$ cat config.mk
export PLATFORM = sky130hd
export DESIGN_NAME = llc_snoop_responder_flat
export DESIGN_NICKNAME = d
export VERILOG_FILES = /design/src/rtl/llc_snoop_responder_pkg.sv /design/src/rtl/llc_snoop_responder_if.sv /design/src/rtl/llc_snoop_responder_sat_counter.sv /design/src/rtl/llc_snoop_responder.sv /design/src/flat_wrapper.sv
export SDC_FILE = /design/constraint.sdc
export NUM_CORES = 1
export LEC_CHECK = 0
export ABC_AREA = 1
export BUFFER_PORTS_ARGS = -buffer_cell sky130_fd_sc_hd__buf_2
export CAP_MARGIN = 15
export CORE_MARGIN = 5
export CORE_UTILIZATION = 49
export DETAILED_ROUTE_END_ITERATION = 10
export PLACE_DENSITY = 0.72
export RECOVER_POWER = 25
export SLEW_MARGIN = 10
export SYNTH_ARGS = -nofsm -noshare
export SYNTH_HDL_FRONTEND = slang
export SYNTH_SLANG_ARGS = --single-unit
$ cat constraint.sdc
create_clock -name clk -period 2.3 [get_ports clk]
set_input_delay 0.345 -clock clk [delete_from_list [all_inputs] [get_ports clk]]
set_output_delay 0.345 -clock clk [all_outputs]
set_load 0.005 [all_outputs]
$ cat src/rtl/llc_snoop_responder_pkg.sv
// Shared bus-operation and snoop-result types for the LLC snoop responder,
// plus the address-to-snoop-result mapping used by the responder FSM.
package LLC_defs;

    localparam int LLC_ADDR_WIDTH = 32;

    typedef enum logic [2:0] {
        READ       = 3'd1,
        WRITE      = 3'd2,
        INVALIDATE = 3'd3,
        RWIM       = 3'd4
    } busOperation;

    typedef enum logic [1:0] {
        NOHIT = 2'd0,
        HIT   = 2'd1,
        HITM  = 2'd2
    } snoopResults;

    typedef enum logic [1:0] {
        ST_IDLE,
        ST_WAIT,
        ST_FLUSH,
        ST_RESP
    } rsp_state_t;

    // The other caches' state is modelled from the two low address bits.
    function automatic snoopResults snoop_result(input busOperation op, input logic [1:0] a);
        snoopResults r;
        case (a)
            2'b00:   r = HIT;
            2'b01:   r = HITM;
            default: r = NOHIT;
        endcase
        if (op == WRITE) begin
            r = NOHIT;
        end else if (op == INVALIDATE && r == HITM) begin
            r = HIT;
        end
        return r;
    endfunction

endpackage

$ cat src/rtl/llc_snoop_responder_if.sv
// Bus between the LLC (master) and the snoop responder (slave): request
// handshake, snoop response, flush beats and the illegal-operation pulse.
interface llc_snoop_responder_if #(
    parameter int ADDR_WIDTH = 32
);
    import LLC_defs::*;

    logic                  req_valid;
    logic                  req_ready;
    busOperation           req_busOp;
    logic [ADDR_WIDTH-1:0] req_addr;
    logic                  rsp_valid;
    snoopResults           rsp_snoopResult;
    logic [ADDR_WIDTH-1:0] rsp_addr;
    logic                  flush_valid;
    logic [3:0]            flush_beat;
    logic                  err_illegal;

    modport master (
        output req_valid, req_busOp, req_addr,
        input  req_ready, rsp_valid, rsp_snoopResult, rsp_addr,
        input  flush_valid, flush_beat, err_illegal
    );

    modport slave (
        input  req_valid, req_busOp, req_addr,
        output req_ready, rsp_valid, rsp_snoopResult, rsp_addr,
        output flush_valid, flush_beat, err_illegal
    );

endinterface

$ cat src/rtl/llc_snoop_responder_sat_counter.sv
// Statistics counter that increments on inc and sticks at all-ones.
module llc_sat_counter #(
    parameter int CNT_WIDTH = 32
) (
    input  logic                 clk,
    input  logic                 rst,
    input  logic                 inc,
    output logic [CNT_WIDTH-1:0] count
);

    logic [CNT_WIDTH-1:0] cnt_q;
    logic [CNT_WIDTH-1:0] cnt_d;

    always_comb begin
        cnt_d = cnt_q;
        if (inc && cnt_q != '1) begin
            cnt_d = cnt_q + 1'b1;
        end
    end

    always_ff @(posedge clk) begin
        if (rst) begin
            cnt_q <= '0;
        end else begin
            cnt_q <= cnt_d;
        end
    end

    assign count = cnt_q;

endmodule

$ cat src/rtl/llc_snoop_responder.sv
// Models the other processors' caches: takes one LLC bus operation at a time,
// returns its snoop result after a fixed latency and drives HITM flush beats.
module llc_snoop_responder
    import LLC_defs::*;
#(
    parameter int ADDR_WIDTH   = LLC_ADDR_WIDTH,
    parameter int RESP_LATENCY = 2,
    parameter int FLUSH_BEATS  = 4,
    parameter int CNT_WIDTH    = 32
) (
    input  logic                 clk,
    input  logic                 rst,
    llc_snoop_responder_if.slave bus,
    output logic [CNT_WIDTH-1:0] cnt_reads,
    output logic [CNT_WIDTH-1:0] cnt_writes,
    output logic [CNT_WIDTH-1:0] cnt_invals,
    output logic [CNT_WIDTH-1:0] cnt_rwims,
    output logic [CNT_WIDTH-1:0] cnt_hitm
);

    localparam int NUM_CNT = 5;
    localparam int CNT_HITM_IDX = 4;

    rsp_state_t            state_q, state_d;
    busOperation           op_q, op_d;
    snoopResults           result_q, result_d;
    logic [ADDR_WIDTH-1:0] addr_q, addr_d;
    logic [3:0]            wait_q, wait_d;
    logic [3:0]            beat_q, beat_d;
    logic                  flush_valid_q, flush_valid_d;
    logic                  rsp_valid_q, rsp_valid_d;
    logic                  err_q, err_d;
    logic [NUM_CNT-1:0]    inc;

    always_comb begin
        state_d       = state_q;
        op_d          = op_q;
        result_d      = result_q;
        addr_d        = addr_q;
        wait_d        = wait_q;
        beat_d        = beat_q;
        flush_valid_d = 1'b0;
        rsp_valid_d   = 1'b0;
        err_d         = 1'b0;
        inc           = '0;

        case (state_q)
            ST_IDLE: begin
                if (bus.req_valid) begin
                    // Legal ops select their statistics counter; anything else is rejected.
                    case (bus.req_busOp)
                        READ:       inc[0] = 1'b1;
                        WRITE:      inc[1] = 1'b1;
                        INVALIDATE: inc[2] = 1'b1;
                        RWIM:       inc[3] = 1'b1;
                        default:    err_d  = 1'b1;
                    endcase
                    if (!err_d) begin
                        op_d     = bus.req_busOp;
                        addr_d   = bus.req_addr;
                        result_d = snoop_result(bus.req_busOp, bus.req_addr[1:0]);
                        wait_d   = 4'(RESP_LATENCY - 1);
                        state_d  = ST_WAIT;
                    end
                end
            end
            ST_WAIT: begin
                if (wait_q == 4'd0) begin
                    if (result_q == HITM && (op_q == READ || op_q == RWIM)) begin
                        state_d             = ST_FLUSH;
                        flush_valid_d       = 1'b1;
                        beat_d              = 4'd0;
                        inc[CNT_HITM_IDX]   = 1'b1;
                    end else begin
                        state_d     = ST_RESP;
                        rsp_valid_d = 1'b1;
                    end
                end else begin
                    wait_d = wait_q - 4'd1;
                end
            end
            ST_FLUSH: begin
                if (beat_q == 4'(FLUSH_BEATS - 1)) begin
                    state_d     = ST_RESP;
                    rsp_valid_d = 1'b1;
                    beat_d      = 4'd0;
                end else begin
                    flush_valid_d = 1'b1;
                    beat_d        = beat_q + 4'd1;
                end
            end
            default: begin
                state_d = ST_IDLE;
            end
        endcase
    end

    always_ff @(posedge clk) begin
        if (rst) begin
            state_q       <= ST_IDLE;
            op_q          <= READ;
            result_q      <= NOHIT;
            addr_q        <= '0;
            wait_q        <= 4'd0;
            beat_q        <= 4'd0;
            flush_valid_q <= 1'b0;
            rsp_valid_q   <= 1'b0;
            err_q         <= 1'b0;
        end else begin
            state_q       <= state_d;
            op_q          <= op_d;
            result_q      <= result_d;
            addr_q        <= addr_d;
            wait_q        <= wait_d;
            beat_q        <= beat_d;
            flush_valid_q <= flush_valid_d;
            rsp_valid_q   <= rsp_valid_d;
            err_q         <= err_d;
        end
    end

    // Gated by rst so nothing can be accepted while reset is held.
    assign bus.req_ready       = (state_q == ST_IDLE) && !rst;
    assign bus.rsp_valid       = rsp_valid_q;
    assign bus.rsp_snoopResult = result_q;
    assign bus.rsp_addr        = addr_q;
    assign bus.flush_valid     = flush_valid_q;
    assign bus.flush_beat      = beat_q;
    assign bus.err_illegal     = err_q;

    logic [CNT_WIDTH-1:0] cnt_vals [NUM_CNT];

    for (genvar gi = 0; gi < NUM_CNT; gi++) begin : g_cnt
        llc_sat_counter #(
            .CNT_WIDTH(CNT_WIDTH)
        ) u_cnt (
            .clk  (clk),
            .rst  (rst),
            .inc  (inc[gi]),
            .count(cnt_vals[gi])
        );
    end

    assign cnt_reads  = cnt_vals[0];
    assign cnt_writes = cnt_vals[1];
    assign cnt_invals = cnt_vals[2];
    assign cnt_rwims  = cnt_vals[3];
    assign cnt_hitm   = cnt_vals[CNT_HITM_IDX];

endmodule

$ cat src/flat_wrapper.sv
// flat-port wrapper written by rule: the top's interface ports become plain ports
module llc_snoop_responder_flat import LLC_defs::*;
#(
    parameter int ADDR_WIDTH   = LLC_ADDR_WIDTH,
    parameter int RESP_LATENCY = 2,
    parameter int FLUSH_BEATS  = 4,
    parameter int CNT_WIDTH    = 32
)
  (clk, rst, cnt_reads, cnt_writes, cnt_invals, cnt_rwims, cnt_hitm, bus_req_valid, bus_req_busOp, bus_req_addr, bus_req_ready, bus_rsp_valid, bus_rsp_snoopResult, bus_rsp_addr, bus_flush_valid, bus_flush_beat, bus_err_illegal);
  llc_snoop_responder_if #(.ADDR_WIDTH(ADDR_WIDTH)) bus_i ();
  input  logic clk;
  input  logic rst;
  output logic [CNT_WIDTH-1:0] cnt_reads;
  output logic [CNT_WIDTH-1:0] cnt_writes;
  output logic [CNT_WIDTH-1:0] cnt_invals;
  output logic [CNT_WIDTH-1:0] cnt_rwims;
  output logic [CNT_WIDTH-1:0] cnt_hitm;
  input wire logic [$bits(bus_i.req_valid)-1:0] bus_req_valid;
  input wire logic [$bits(bus_i.req_busOp)-1:0] bus_req_busOp;
  input wire logic [$bits(bus_i.req_addr)-1:0] bus_req_addr;
  output wire logic [$bits(bus_i.req_ready)-1:0] bus_req_ready;
  output wire logic [$bits(bus_i.rsp_valid)-1:0] bus_rsp_valid;
  output wire logic [$bits(bus_i.rsp_snoopResult)-1:0] bus_rsp_snoopResult;
  output wire logic [$bits(bus_i.rsp_addr)-1:0] bus_rsp_addr;
  output wire logic [$bits(bus_i.flush_valid)-1:0] bus_flush_valid;
  output wire logic [$bits(bus_i.flush_beat)-1:0] bus_flush_beat;
  output wire logic [$bits(bus_i.err_illegal)-1:0] bus_err_illegal;
  assign bus_i.req_valid = bus_req_valid;
  assign bus_i.req_busOp = bus_req_busOp;
  assign bus_i.req_addr = bus_req_addr;
  assign bus_req_ready = bus_i.req_ready;
  assign bus_rsp_valid = bus_i.rsp_valid;
  assign bus_rsp_snoopResult = bus_i.rsp_snoopResult;
  assign bus_rsp_addr = bus_i.rsp_addr;
  assign bus_flush_valid = bus_i.flush_valid;
  assign bus_flush_beat = bus_i.flush_beat;
  assign bus_err_illegal = bus_i.err_illegal;
  llc_snoop_responder #(.ADDR_WIDTH(ADDR_WIDTH), .RESP_LATENCY(RESP_LATENCY), .FLUSH_BEATS(FLUSH_BEATS), .CNT_WIDTH(CNT_WIDTH)) u_core (.clk(clk), .rst(rst), .bus(bus_i), .cnt_reads(cnt_reads), .cnt_writes(cnt_writes), .cnt_invals(cnt_invals), .cnt_rwims(cnt_rwims), .cnt_hitm(cnt_hitm));
endmodule
==> run metrics <==
die extent in y=169.1 microns; setup TNS=0 ps; vias per cell=5.007; vias in the first global route=12,070; Hold Crit Start=bus_req_addr[6]; Yosys cell types=37; Seq/Total Area, Yosys=0.3391; Detailed Place HPWL=25,700 microns; Row Count=58; Max Fclk=479.7 MHz; crit path kind=flop to flop; startpoint types=flop; die footprint=28,580 sq um; Setup Buffers After CTS=0; Worst Hold Depth=3; clk sinks=210; Yosys Warn Count=0; n_diodes=0; Initial Utilization=0.4952; initial DRC count=677; initial antenna violation count=0; mapped cell area=12,400 sq um; Max transition margin=0.6509; share of layout cells above drive strength 1=0.1412; area of the multi-input gates=7103 sq um; # Max-Cap Violations=0; fin crit share=0.9064; WHS Endpoint=u_core.bus.rsp_addr[6]; Avg WL per Cell=13.24 microns; final setup vio count=0; Max rail drop VDD=0.4813 mV; area taken by flip-flops and latches=4204 sq um; Reg clk slew, reported paths=60 ps; post-route ant nets=0; CTS Buffer Depth=3; synthesized flop and latch total=210; placed cell area=13,940 sq um; cts repair resizes=0; syn_area_per_cell=6.174 sq um; Syn Nets=2,058; Nets=2,299; pwr/cell area=610.7 nW/um^2; worst path required time=2680 ps; area grow syn2layout=18.48%; I/O pin cnt=240; RSZ-0062 raised after global routing=no; Post-synth EDFFs=0; Final Hold Fails=0; Cells after Synth=2,008; Die W=169.1 microns; main flop type after synthesis=dfxtp_1; largest net degree at the start of global routing=65; GRT Resource Usage Total=0.2325; Clock Latency Late Sink=530 ps; GPL Wtd Cong=0.9609; Slew Limit Fails=0; Slew @ Worst Pin=522.2 ps; # fillers=2,498; Post-CTS Hold Fix Bufs=0; status=completed; PortBufs=239; CTS buffer count=25; Core ar.=25,040 sq um; Worst R2R Setup Slack=220 ps; H-Tree Depth=1; DRC Markers=0; FF-to-FF End=u_core.g_cnt[1].u_cnt.count[14]; Final Critical Period=2085 ps; Reg-to-Reg Start=u_core.g_cnt[1].u_cnt.count[0]; first-pass GRT wire length=57,040 microns; DRT Wirelength=34,400 microns; Post-synth ARST share=0; Remaining Overflow, GRT=0; CTS tree=built; Leakage=0.005849 uW; Hold Path Class=primary input to flop; total number of vias=13,000; Setup crit end kind=flop; Worst Path Arrival=2460 ps; worst clock skew=18.07 ps; DRT Pass-1 Iters=7; r2r worst-path depth=10; fin area=14,690 sq um; Root Buffer=clkbuf_16; worst-path fanout max=25
[critical path: stages (launching register included)]
cell and delay (ps):
dfxtp_1 440, ha_1 240, inv_1 90, nor2_4 160, nand2_2 100, nor2_4 200, nand2_4 100, nand2_4 180
inv_2 220, nand2_1 130, a21oi_1 70
[cells by family (layout without fill, tap and decap cells)]
kind of cell / after synthesis / in the layout / share of synthesized area
adder cells (fa/ha/maj): 12 / 12 / 0.01211
flip-flops: 210 / 210 / 0.3391
AO/OA/AOI/OAI: 222 / 222 / 0.09668
buffers and inverters: 255 / 514 / 0.08840
XOR/XNOR: 73 / 73 / 0.05157
AND/OR/NAND/NOR: 1236 / 1236 / 0.4122
[synth_stat cells (3+ instances only)]
master,number,area share
nand2_1,717,0.22
nor2_1,331,0.10
dfxtp_1,210,0.34
inv_1,194,0.059
a21oi_1,136,0.055
nand3_1,86,0.035
o21ai_0,59,0.024
xor2_1,42,0.030
nand4_1,32,0.016
xnor2_1,31,0.022
clkbuf_1,28,0.0085
a21oi_2,20,0.014
nor3_1,20,0.0081
nor2_2,16,0.0081
buf_2,13,0.0052
ha_1,12,0.012
nand2_4,11,0.010
nand2_2,7,0.0035
nor2_4,6,0.0054
buf_6,5,0.0045
inv_2,5,0.0015
buf_8,4,0.0048
nand3b_1,3,0.0018
nor2_8,3,0.0048
[per-stage QoR]
| stage | total power (uW) | hold slack [ps] | util | setup slack [ps] | std cells |
|---|---|---|---|---|---|
| after detailed placement | 5153 | 436.7 | 0.5570 | 158.2 | 2552 |
| after CTS | 9100 | 74.32 | 0.5896 | 162.1 | 2597 |
| after global routing | 9417 | 102.3 | 0.5867 | 9.817 | 2597 |
| after floorplan | 4783 | 429.2 | - | 553.5 | 2008 |
| after global placement | 5125 | 429.7 | 0.5570 | 258.9 | 2552 |
| final | 8971 | 92.12 | 0.5867 | 215.4 | 2597 |
[report_power, final]
part	switching [uW]	leakage, uW	internal [uW]
clock	1550	0.000410	2380
combinational	741	0.00374	391
sequential	106	0.00170	3810
total	2400	0.00585	6570
[cell type report]
| type | instances | share of cell area |
|---|---|---|
| clock inverter | 10 | 0.007070 |
| timing repair buffer | 269 | 0.09540 |
| clock buffer | 35 | 0.04855 |
| sequential | 210 | 0.2862 |
| tap | 330 | 0.02811 |
| inverter | 200 | 0.05111 |
| multi-input combinational | 1543 | 0.4836 |
[worst max-delay path by stage]
stage	from	to	slack, ps
floorplan	u_core.g_cnt[1].u_cnt.count[0]	u_core.g_cnt[1].u_cnt.count[30]	550
global placement	u_core.g_cnt[4].u_cnt.count[1]	u_core.g_cnt[4].u_cnt.count[10]	260
detailed placement	u_core.g_cnt[0].u_cnt.count[1]	u_core.g_cnt[0].u_cnt.count[12]	160
CTS	u_core.g_cnt[0].u_cnt.count[1]	u_core.g_cnt[0].u_cnt.count[0]	160
global route	u_core.g_cnt[0].u_cnt.count[1]	u_core.g_cnt[0].u_cnt.count[3]	10
finish	u_core.g_cnt[1].u_cnt.count[0]	u_core.g_cnt[1].u_cnt.count[14]	220
[sequential cells by signal, indices dropped and copies added (netlist names)]
signal                      flops
u_core.op_q                     3
u_core.bus.flush_beat           4
u_core.bus.rsp_snoopResult      2
u_core.g_cnt.u_cnt.count      160
u_core.wait_q                   4
u_core.bus.flush_valid          1
u_core.state_q                  2
u_core.bus.rsp_addr            32
u_core.bus.rsp_valid            1
u_core.bus.err_illegal          1
[cell usage in the layout (no fill, tap or decap), types with 2 or more instances in the layout]
cell,instances
xor2_1,42
inv_1,194
nor2_2,16
buf_12,4
ha_1,12
nand2_2,6
nor3b_1,2
a21oi_2,20
nor2_4,6
xnor2_1,31
bufinv_16,2
nand2_1,717
nand4_1,32
o21bai_1,2
buf_4,27
clkbuf_1,63
dfxtp_1,210
nor3_1,20
clkbuf_8,5
a21oi_1,136
buf_2,180
nand3_1,86
inv_2,6
clkbuf_16,25
nor2_8,3
nor2_1,331
nand3b_1,3
nand2_4,12
clkinv_2,7
o21ai_0,59
[layer usage]
metal,vias to the layer above,wire [microns],global-route usage,part of all wire
met3,70,2342,0.04881,0.068
met4,0,944,0.07035,0.027
met5,-,0,0,0
met2,390,16160,0.4028,0.47
li1,6743,-,-,-
met1,5801,14950,0.2912,0.43
Power figures use the tool's default switching activity.
